## src/rtl/decimal_key_debouncer.sv

```systemverilog
// Decimal keypad front end: 2-FF synchroniser plus whole-vector debouncer.
// Presents a stable 10-bit key vector to the priority encoder, together with
// single-cycle press/release strobes. Multi-key vectors are passed through as-is.
module decimal_key_debouncer #(
    parameter int unsigned DEBOUNCE_CYCLES = 16,
    parameter int unsigned CNT_W           = $clog2(DEBOUNCE_CYCLES + 1)
) (
    input  logic       clk,
    input  logic       rst,
    input  logic [9:0] key_raw,
    output logic [9:0] d,
    output logic       key_valid,
    output logic       key_press,
    output logic       key_release
);

    typedef enum logic [1:0] {
        StIdle,
        StArm,
        StHeld,
        StRelease
    } state_e;

    // Terminal count: key_s must sit unchanged this many cycles before committing.
    localparam logic [CNT_W-1:0] CntLast = CNT_W'(DEBOUNCE_CYCLES - 1);
    localparam logic [CNT_W-1:0] CntOne  = CNT_W'(1);

    state_e           state_q, state_d;
    logic [9:0]       sync1_q, sync1_d;
    logic [9:0]       sync2_q, sync2_d;
    logic [9:0]       snap_q, snap_d;
    logic [CNT_W-1:0] cnt_q, cnt_d;
    logic [9:0]       d_q, d_d;
    logic             valid_q, valid_d;
    logic             press_q, press_d;
    logic             release_q, release_d;

    logic [9:0]       key_s;

    assign key_s = sync2_q;

    // Synchroniser next-state: raw lines shift through two flops.
    always_comb begin
        sync1_d = key_raw;
        sync2_d = sync1_q;
    end

    // Debounce FSM next-state and registered-output next values.
    always_comb begin
        state_d   = state_q;
        snap_d    = snap_q;
        cnt_d     = cnt_q;
        d_d       = d_q;
        valid_d   = valid_q;
        press_d   = 1'b0;
        release_d = 1'b0;

        unique case (state_q)
            StIdle: begin
                if (key_s != '0) begin
                    state_d = StArm;
                    snap_d  = key_s;
                    cnt_d   = '0;
                end
            end

            StArm: begin
                if (key_s == '0) begin
                    // Short glitch: drop back silently.
                    state_d = StIdle;
                    cnt_d   = '0;
                end else if (key_s != snap_q) begin
                    // Bounce or extra key: restart the stability window.
                    snap_d = key_s;
                    cnt_d  = '0;
                end else if (cnt_q == CntLast) begin
                    state_d = StHeld;
                    d_d     = snap_q;
                    valid_d = 1'b1;
                    press_d = 1'b1;
                    cnt_d   = '0;
                end else begin
                    cnt_d = cnt_q + CntOne;
                end
            end

            StHeld: begin
                if (key_s != d_q) begin
                    state_d = StRelease;
                    snap_d  = key_s;
                    cnt_d   = '0;
                end
            end

            StRelease: begin
                if (key_s == d_q) begin
                    // Contact bounced back to the held vector: keep it, no pulse.
                    state_d = StHeld;
                    cnt_d   = '0;
                end else if (key_s != snap_q) begin
                    snap_d = key_s;
                    cnt_d  = '0;
                end else if (cnt_q == CntLast) begin
                    // A changed vector always releases first; IDLE re-debounces it.
                    state_d   = StIdle;
                    d_d       = '0;
                    valid_d   = 1'b0;
                    release_d = 1'b1;
                    cnt_d     = '0;
                end else begin
                    cnt_d = cnt_q + CntOne;
                end
            end

            default: begin
                state_d = StIdle;
                cnt_d   = '0;
            end
        endcase
    end

    // State and output registers with synchronous active-high reset.
    always_ff @(posedge clk) begin
        if (rst) begin
            state_q   <= StIdle;
            sync1_q   <= '0;
            sync2_q   <= '0;
            snap_q    <= '0;
            cnt_q     <= '0;
            d_q       <= '0;
            valid_q   <= 1'b0;
            press_q   <= 1'b0;
            release_q <= 1'b0;
        end else begin
            state_q   <= state_d;
            sync1_q   <= sync1_d;
            sync2_q   <= sync2_d;
            snap_q    <= snap_d;
            cnt_q     <= cnt_d;
            d_q       <= d_d;
            valid_q   <= valid_d;
            press_q   <= press_d;
            release_q <= release_d;
        end
    end

    assign d           = d_q;
    assign key_valid   = valid_q;
    assign key_press   = press_q;
    assign key_release = release_q;

endmodule

```

## config.mk

```make
export PLATFORM = sky130hd
export DESIGN_NAME = decimal_key_debouncer
export DESIGN_NICKNAME = d
export VERILOG_FILES = /design/src/rtl/decimal_key_debouncer.sv
export SDC_FILE = /design/constraint.sdc
export NUM_CORES = 1
export LEC_CHECK = 0
export CAP_MARGIN = 40
export CORE_MARGIN = 2
export CORE_UTILIZATION = 55
export CTS_CLUSTER_SIZE = 24
export DETAILED_ROUTE_END_ITERATION = 16
export PLACE_DENSITY = 0.81
export SETUP_SLACK_MARGIN = 0.1
export SLEW_MARGIN = 40
export SYNTH_ARGS = -nofsm -noshare
export SYNTH_HDL_FRONTEND = slang
export SYNTH_SLANG_ARGS = --single-unit
```

## constraint.sdc

```tcl
create_clock -name clk -period 2.1 [get_ports clk]
set_input_delay 0.315 -clock clk [delete_from_list [all_inputs] [get_ports clk]]
set_output_delay 0.315 -clock clk [all_outputs]
set_load 0.02 [all_outputs]
```

==> flow_summary.toml, run 1 <==
[grt]
antenna_found_initial = 0
grt_pass1_vias = 1429
overflow = 0
grt_max_degree = 59
grtUsageTotal_pct = 19.8
grt_pass1_wl_um = 6530

[synth]
syn_nets = 232
netlist_instances = 219
ys_seq_area_share_pct = 45.8
synth_top_area_share_pct = 45.8
synth-seq-cells = 50
synth_area_leader_cell = "dfxtp_1"
ys_top_cells_by_area = "dfxtp_1, mux2i_1, nand2b_1"
syn-cell-area_um2 = 2180
syn_avg_cell_area_um2 = 9.98
yosysWarningCount = 0
ys_types = 33

[job]
cap_violations = 0

[cells_and_area]
area_delta_synth_final_pct = 19.5
fin_nets = 263
layout_commonest_cell = "dfxtp_1"
mostFrequentLayoutCells = "dfxtp_1, nand2b_1, clkdlybuf4s50_1"
drive_gt1_share_pct = 9.96
antenna_cells = 0

[floorplan]
initial_core_util_pct = 58.4
std_cell_rows = 22
fp.dieH_um = 67.0
fp.coreArea_um2 = 3740
ioPinCount = 25
die-area_um2 = 4490
die_w_um = 67.0

[setup_path]
critPathSlowestCell = "nor4_1"
crit_chain = "xnor2_1, nand4_1, nor4_1, o2111ai_1, o31ai_1"
crit_buf_inv = 0
slowest_delay_ps = 580
critPathLaunchType = "register"
cp.required_ps = 2320
crit_path_end_kind = "register"
worstSetupPathType = "register to register"
cp_top_family = "simple AND/OR/NAND/NOR gates"
worst-path-max-fanout = 4
cp.arrival_ps = 2020

[power]
ir_drop_v = 0.000611
seqPwrFrac_pct = 56.1
p_comb_share_pct = 10.9
switching_share_pct = 25.9
p_leak_nw = 1.09
p_per_area_nw_per_um2 = 682
power_switching_w = 0.000461
p_int_w = 0.00132
pwr-share-clk_pct = 33.0

[timing]
tns_ps = 0
setup_viol = 0
rsz0062_at_grt = "false"
fin_hold_ws_ps = 450
fin_crit_ps = 1790
fmax_mhz = 558
slew_viol_final = 0
tightest_slew_ps = 597
slew_headroom_pct = 59.8
finalHoldViolCount = 0
post-route-period-util_pct = 85.4
fin_skew_ps = 10.4

[min_path]
hold_class = "register to register"

[clock_network]
post_cts_resized = 0
htree_levels = 2
cts_tree = "yes"
cts.path.max_buffers = 2
cts.sinks = 50
cts_root_buffer = "clkbuf_8"
path_clk_slew_ps = 100
hold_buffers = 0
cts_buffers = 5
clkLatencyLatePin_ps = 310
post_cts_buffers = 0

[detailed_routing]
drt_iter0_drc = 79
routedWlPerCell_um = 13.1
drtPass1Iterations = 4
avgViaCountPerCell = 5.29
postRouteAntennaNets = 0
drt-total-wl_um = 3910
drc = 0
via_count = 1581

[place]
port-buffer-count = 24
gp_congestion = 0.857
hpwl_um = 2890

[status]
status = "complete, no violations"
Yosys cell counts (all sizes together):
library cell	count
a211oi	1
and4b	1
or2b	2
nor2b	22
nand4b	1
and4	1
nand3	7
a31o	1
xnor2	10
nor2	7
mux2i	19
o211ai	2
a21oi	6
nand2	12
o311ai	1
nor3	4
xor2	10
nand4	10
dfxtp	50
clkbuf	7
nor4	6
o2111ai	1
mux2	1
ha	1
inv	4
nand2b	27
buf	2
o21ai	2
o31ai	1
sequential cells by signal, summed over array words and instances, names as in the netlist:
signal,cells
key_press,1
cnt_q,5
key_valid,1
key_s,10
state_q,2
sync1_q,10
key_release,1
snap_q,10
d,10
power groups by stage:
stage	Sequential [W]	Clock (W)	Combinational [W]
2_1_floorplan	0.00101	0	0.000142
3_3_place_gp	0.00102	0	0.000192
3_5_place_dp	0.00102	0	0.000196
4_1_cts	0.000999	0.000600	0.000197
5_1_grt	0.00100	0.000652	0.000214
6_report	0.000999	0.000587	0.000195
worst paths after layout:
check                                           start  slack, ps  cells after the start                     to
worst min-delay path            sync1_q[7]$_SDFF_PP0_        450                      1    key_s[7]$_SDFF_PP0_
worst min register to register  sync1_q[7]$_SDFF_PP0_        450                      1    key_s[7]$_SDFF_PP0_
worst max register to register    key_s[9]$_SDFF_PP0_        310                      5  cnt_q[2]$_SDFFE_PP0P_
worst max-delay path              key_s[9]$_SDFF_PP0_        310                      5  cnt_q[2]$_SDFFE_PP0P_
per-layer routing:
layer,vias up,track usage (%),wire length (um)
met4,0,9.18,68
li1,807,-,-
met2,36,30.1,1770
met1,732,26.2,1890
met3,6,5.07,179
met5,-,0,0
cell type report:
type                    count  area [um2]
clock buffers               5        68.8
fillers                   300        1130
multi-input cells         156        1120
flip-flops and latches     50        1000
well taps                  48        60.1
clock inverters             3        26.3
inverters                   4        15.0
repair buffers             33         320
stage by stage:
step	setup WS, ps	cell area [um2]	std cells	total power (W)	util [%]
2_1_floorplan	353	2180	219	0.00116	-
3_3_place_gp	364	2520	291	0.00121	67.2
3_5_place_dp	316	2520	291	0.00122	67.2
4_1_cts	317	2610	299	0.00180	69.8
5_1_grt	113	2610	299	0.00187	69.8
6_report	307	2610	299	0.00178	69.8
kinds of logic (layout without fill, tap and decap cells):
logic type      after synthesis  after routing  share of synthesized area (%)
compound gates               15             15                           4.41
fa+ha+maj                     1              1                          0.573
mux                          20             20                           9.22
buf+inv                      13             45                           2.92
xor+xnor                     20             20                           8.02
simple gates                100            100                           29.0
flops                        50             50                           45.8
(Power assumes the default switching activity.)
==> run 2: changes to the inputs <==
Settings changed: CORE_UTILIZATION 55 to 50, PLACE_DENSITY 0.81 to 0.78.
Clock period 2.1 ns to 1.6 ns, I/O delays scaled along.
==> run 2 against run 1 <==
Net effect:
- the run now ends with setup timing left
- worst hold slack worse by 16 ps
- clock skew is 4.1 ps higher
- final area rose by 30%
- fmax shrank 2.4%
- count of clock-buffer cells in the layout stayed put
- sequential share of layout area down 7.6 points
- flip-flop and latch count unchanged
- global-route usage up 4.9 points
- critical path depth increased by 2
- via count is 24% higher
==> flow_summary.toml, run 2 (synthesis gave the netlist of run 1 again) <==
[status]
status = "complete, but fails checks"
violations = "setup timing"

[place]
gp_congestion = 0.935
port-buffer-count = 24
hpwl_um = 3550

[timing]
setup_viol = 29
slew_headroom_pct = 77.4
post-route-period-util_pct = 115
fin_crit_ps = 1840
slew_viol_final = 0
fmax_mhz = 544
tightest_slew_ps = 338
fin_skew_ps = 14.5
layout_setup_ws_ps = -237
rsz0062_at_grt = "true"
tns_ps = -4120
finalHoldViolCount = 0

[power]
switching_share_pct = 28.6
total_power_w = 0.00261
p_per_area_nw_per_um2 = 772
p_int_w = 0.00187
seqPwrFrac_pct = 50.1
p_leak_nw = 1.49
pwr-share-clk_pct = 30.7
p_comb_share_pct = 19.2
ir_drop_v = 0.000735
power_switching_w = 0.000749

[clock_network]
cts_buffers = 5
cts_tree = "yes"
cts_root_buffer = "clkbuf_8"
clkLatencyLatePin_ps = 320
hold_buffers = 0
cts.path.max_buffers = 2
htree_levels = 2
cts.sinks = 50
path_clk_slew_ps = 110

[cells_and_area]
nFillCells = 251
mostFrequentLayoutCells = "buf_4, dfxtp_1, nand2b_1"
layout_commonest_cell = "buf_4"
fin_nets = 313
area_delta_synth_final_pct = 54.9
drive_gt1_share_pct = 41.9
multi_input_area_um2 = 1410
antenna_cells = 0
register_area_um2 = 1040

[job]
cap_violations = 0

[detailed_routing]
routedWlPerCell_um = 17.9
postRouteAntennaNets = 0
avgViaCountPerCell = 5.53
drt-total-wl_um = 6320
via_count = 1953
drc = 0
drtPass1Iterations = 4
drt_iter0_drc = 173

[min_path]
hold_class = "register to register"

[setup_path]
cp_top_family = "simple AND/OR/NAND/NOR gates"
crit_path_end_kind = "register"
crit_buf_inv = 2
slowest_delay_ps = 370
worstSetupPathType = "register to register"
critPathSlowestCell = "dfxtp_1"
cp.arrival_ps = 2070
cp.required_ps = 1840
crit_chain = "xor2_1, nor2_1, and4_4, buf_4, nor3_4, buf_12, mux2i_1"
worst-path-max-fanout = 5
critPathLaunchType = "register"

[grt]
grt_max_degree = 26
grt_pass1_wl_um = 9290
overflow = 0
grtUsageTotal_pct = 24.7
antenna_found_initial = 0
grt_pass1_vias = 1817

[floorplan]
fp.coreArea_um2 = 4290
std_cell_rows = 24
die-area_um2 = 4910
die_w_um = 70.1
initial_core_util_pct = 50.9
ioPinCount = 25
fp.dieH_um = 70.1
run 2: cell count changes in the layout (fill, tap and decap cells not counted), moves of 7 or more:
cell             previous run  this run
buf_4                       8        44
buf_6                       0        12
clkdlybuf4s50_1            24        12
dfxtp_1                    50        32
dfxtp_2                     0        11
dfxtp_4                     0         7
dlygate4sd2_1               0        10
xor2_1                     10         2
xor2_2                      0         7
run 2: repair_timing:
action	in CTS	in global routing
gates resized for setup	37	31
setup endpoints to repair	40	32
pin swaps	19	19
cloned	0	1
buffers inserted	5	2
run 2: worst paths after layout:
check                        start                      to  slack, ps  cells after the start
max              d[8]$_SDFFE_PP0P_  snap_q[4]$_SDFFE_PP0P_       -240                      7
min reg2reg  sync1_q[7]$_SDFF_PP0_     key_s[7]$_SDFF_PP0_        430                      1
min          sync1_q[7]$_SDFF_PP0_     key_s[7]$_SDFF_PP0_        430                      1
max reg2reg      d[8]$_SDFFE_PP0P_  snap_q[4]$_SDFFE_PP0P_       -240                      7
run 2: metrics by stage:
stage	instances	instance area [um2]	worst slack [ps]	util, %	hold slack, ps
after floorplan	219	2270	1.10	-	368
after global placement	337	2920	-321	67.9	420
after detailed placement	337	2920	-275	68.1	420
after CTS	350	3190	-121	74.2	441
after global routing	353	3380	-308	78.8	450
final	353	3380	-237	78.8	434
run 2: power groups by stage:
stage | logic (W) | clock network, W | registers (W)
after global routing | 0.000524 | 0.000853 | 0.00131
after detailed placement | 0.000352 | 0 | 0.00133
after floorplan | 0.000195 | 0 | 0.00133
after CTS | 0.000424 | 0.000799 | 0.00130
after global placement | 0.000343 | 0 | 0.00133
final | 0.000502 | 0.000804 | 0.00131
run 2: area by class of cell:
| class | instances | share of cell area (%) |
|---|---|---|
| Clock inverter | 3 | 0.776 |
| Tap cell | 52 | 1.92 |
| Timing Repair Buffer | 83 | 22.6 |
| Multi-Input combinational cell | 156 | 41.5 |
| Inverter | 4 | 0.444 |
| Clock buffer | 5 | 2.03 |
| Sequential cell | 50 | 30.8 |
run 2: routing by layer:
layer | vias to the layer above | part of all wire, % | global-route usage, %
li1 | 905 | - | -
met5 | - | 0 | 0
met4 | 0 | 3.1 | 10.5
met1 | 953 | 41 | 31.1
met3 | 17 | 6.4 | 5.05
met2 | 78 | 50 | 41.2
run 2: worst register-to-register path, stage by stage, from the launching register on:
cell	delay [ps]
dfxtp_1	370
xor2_1	210
nor2_1	100
and4_4	200
buf_4	140
nor3_4	300
buf_12	170
mux2i_1	270
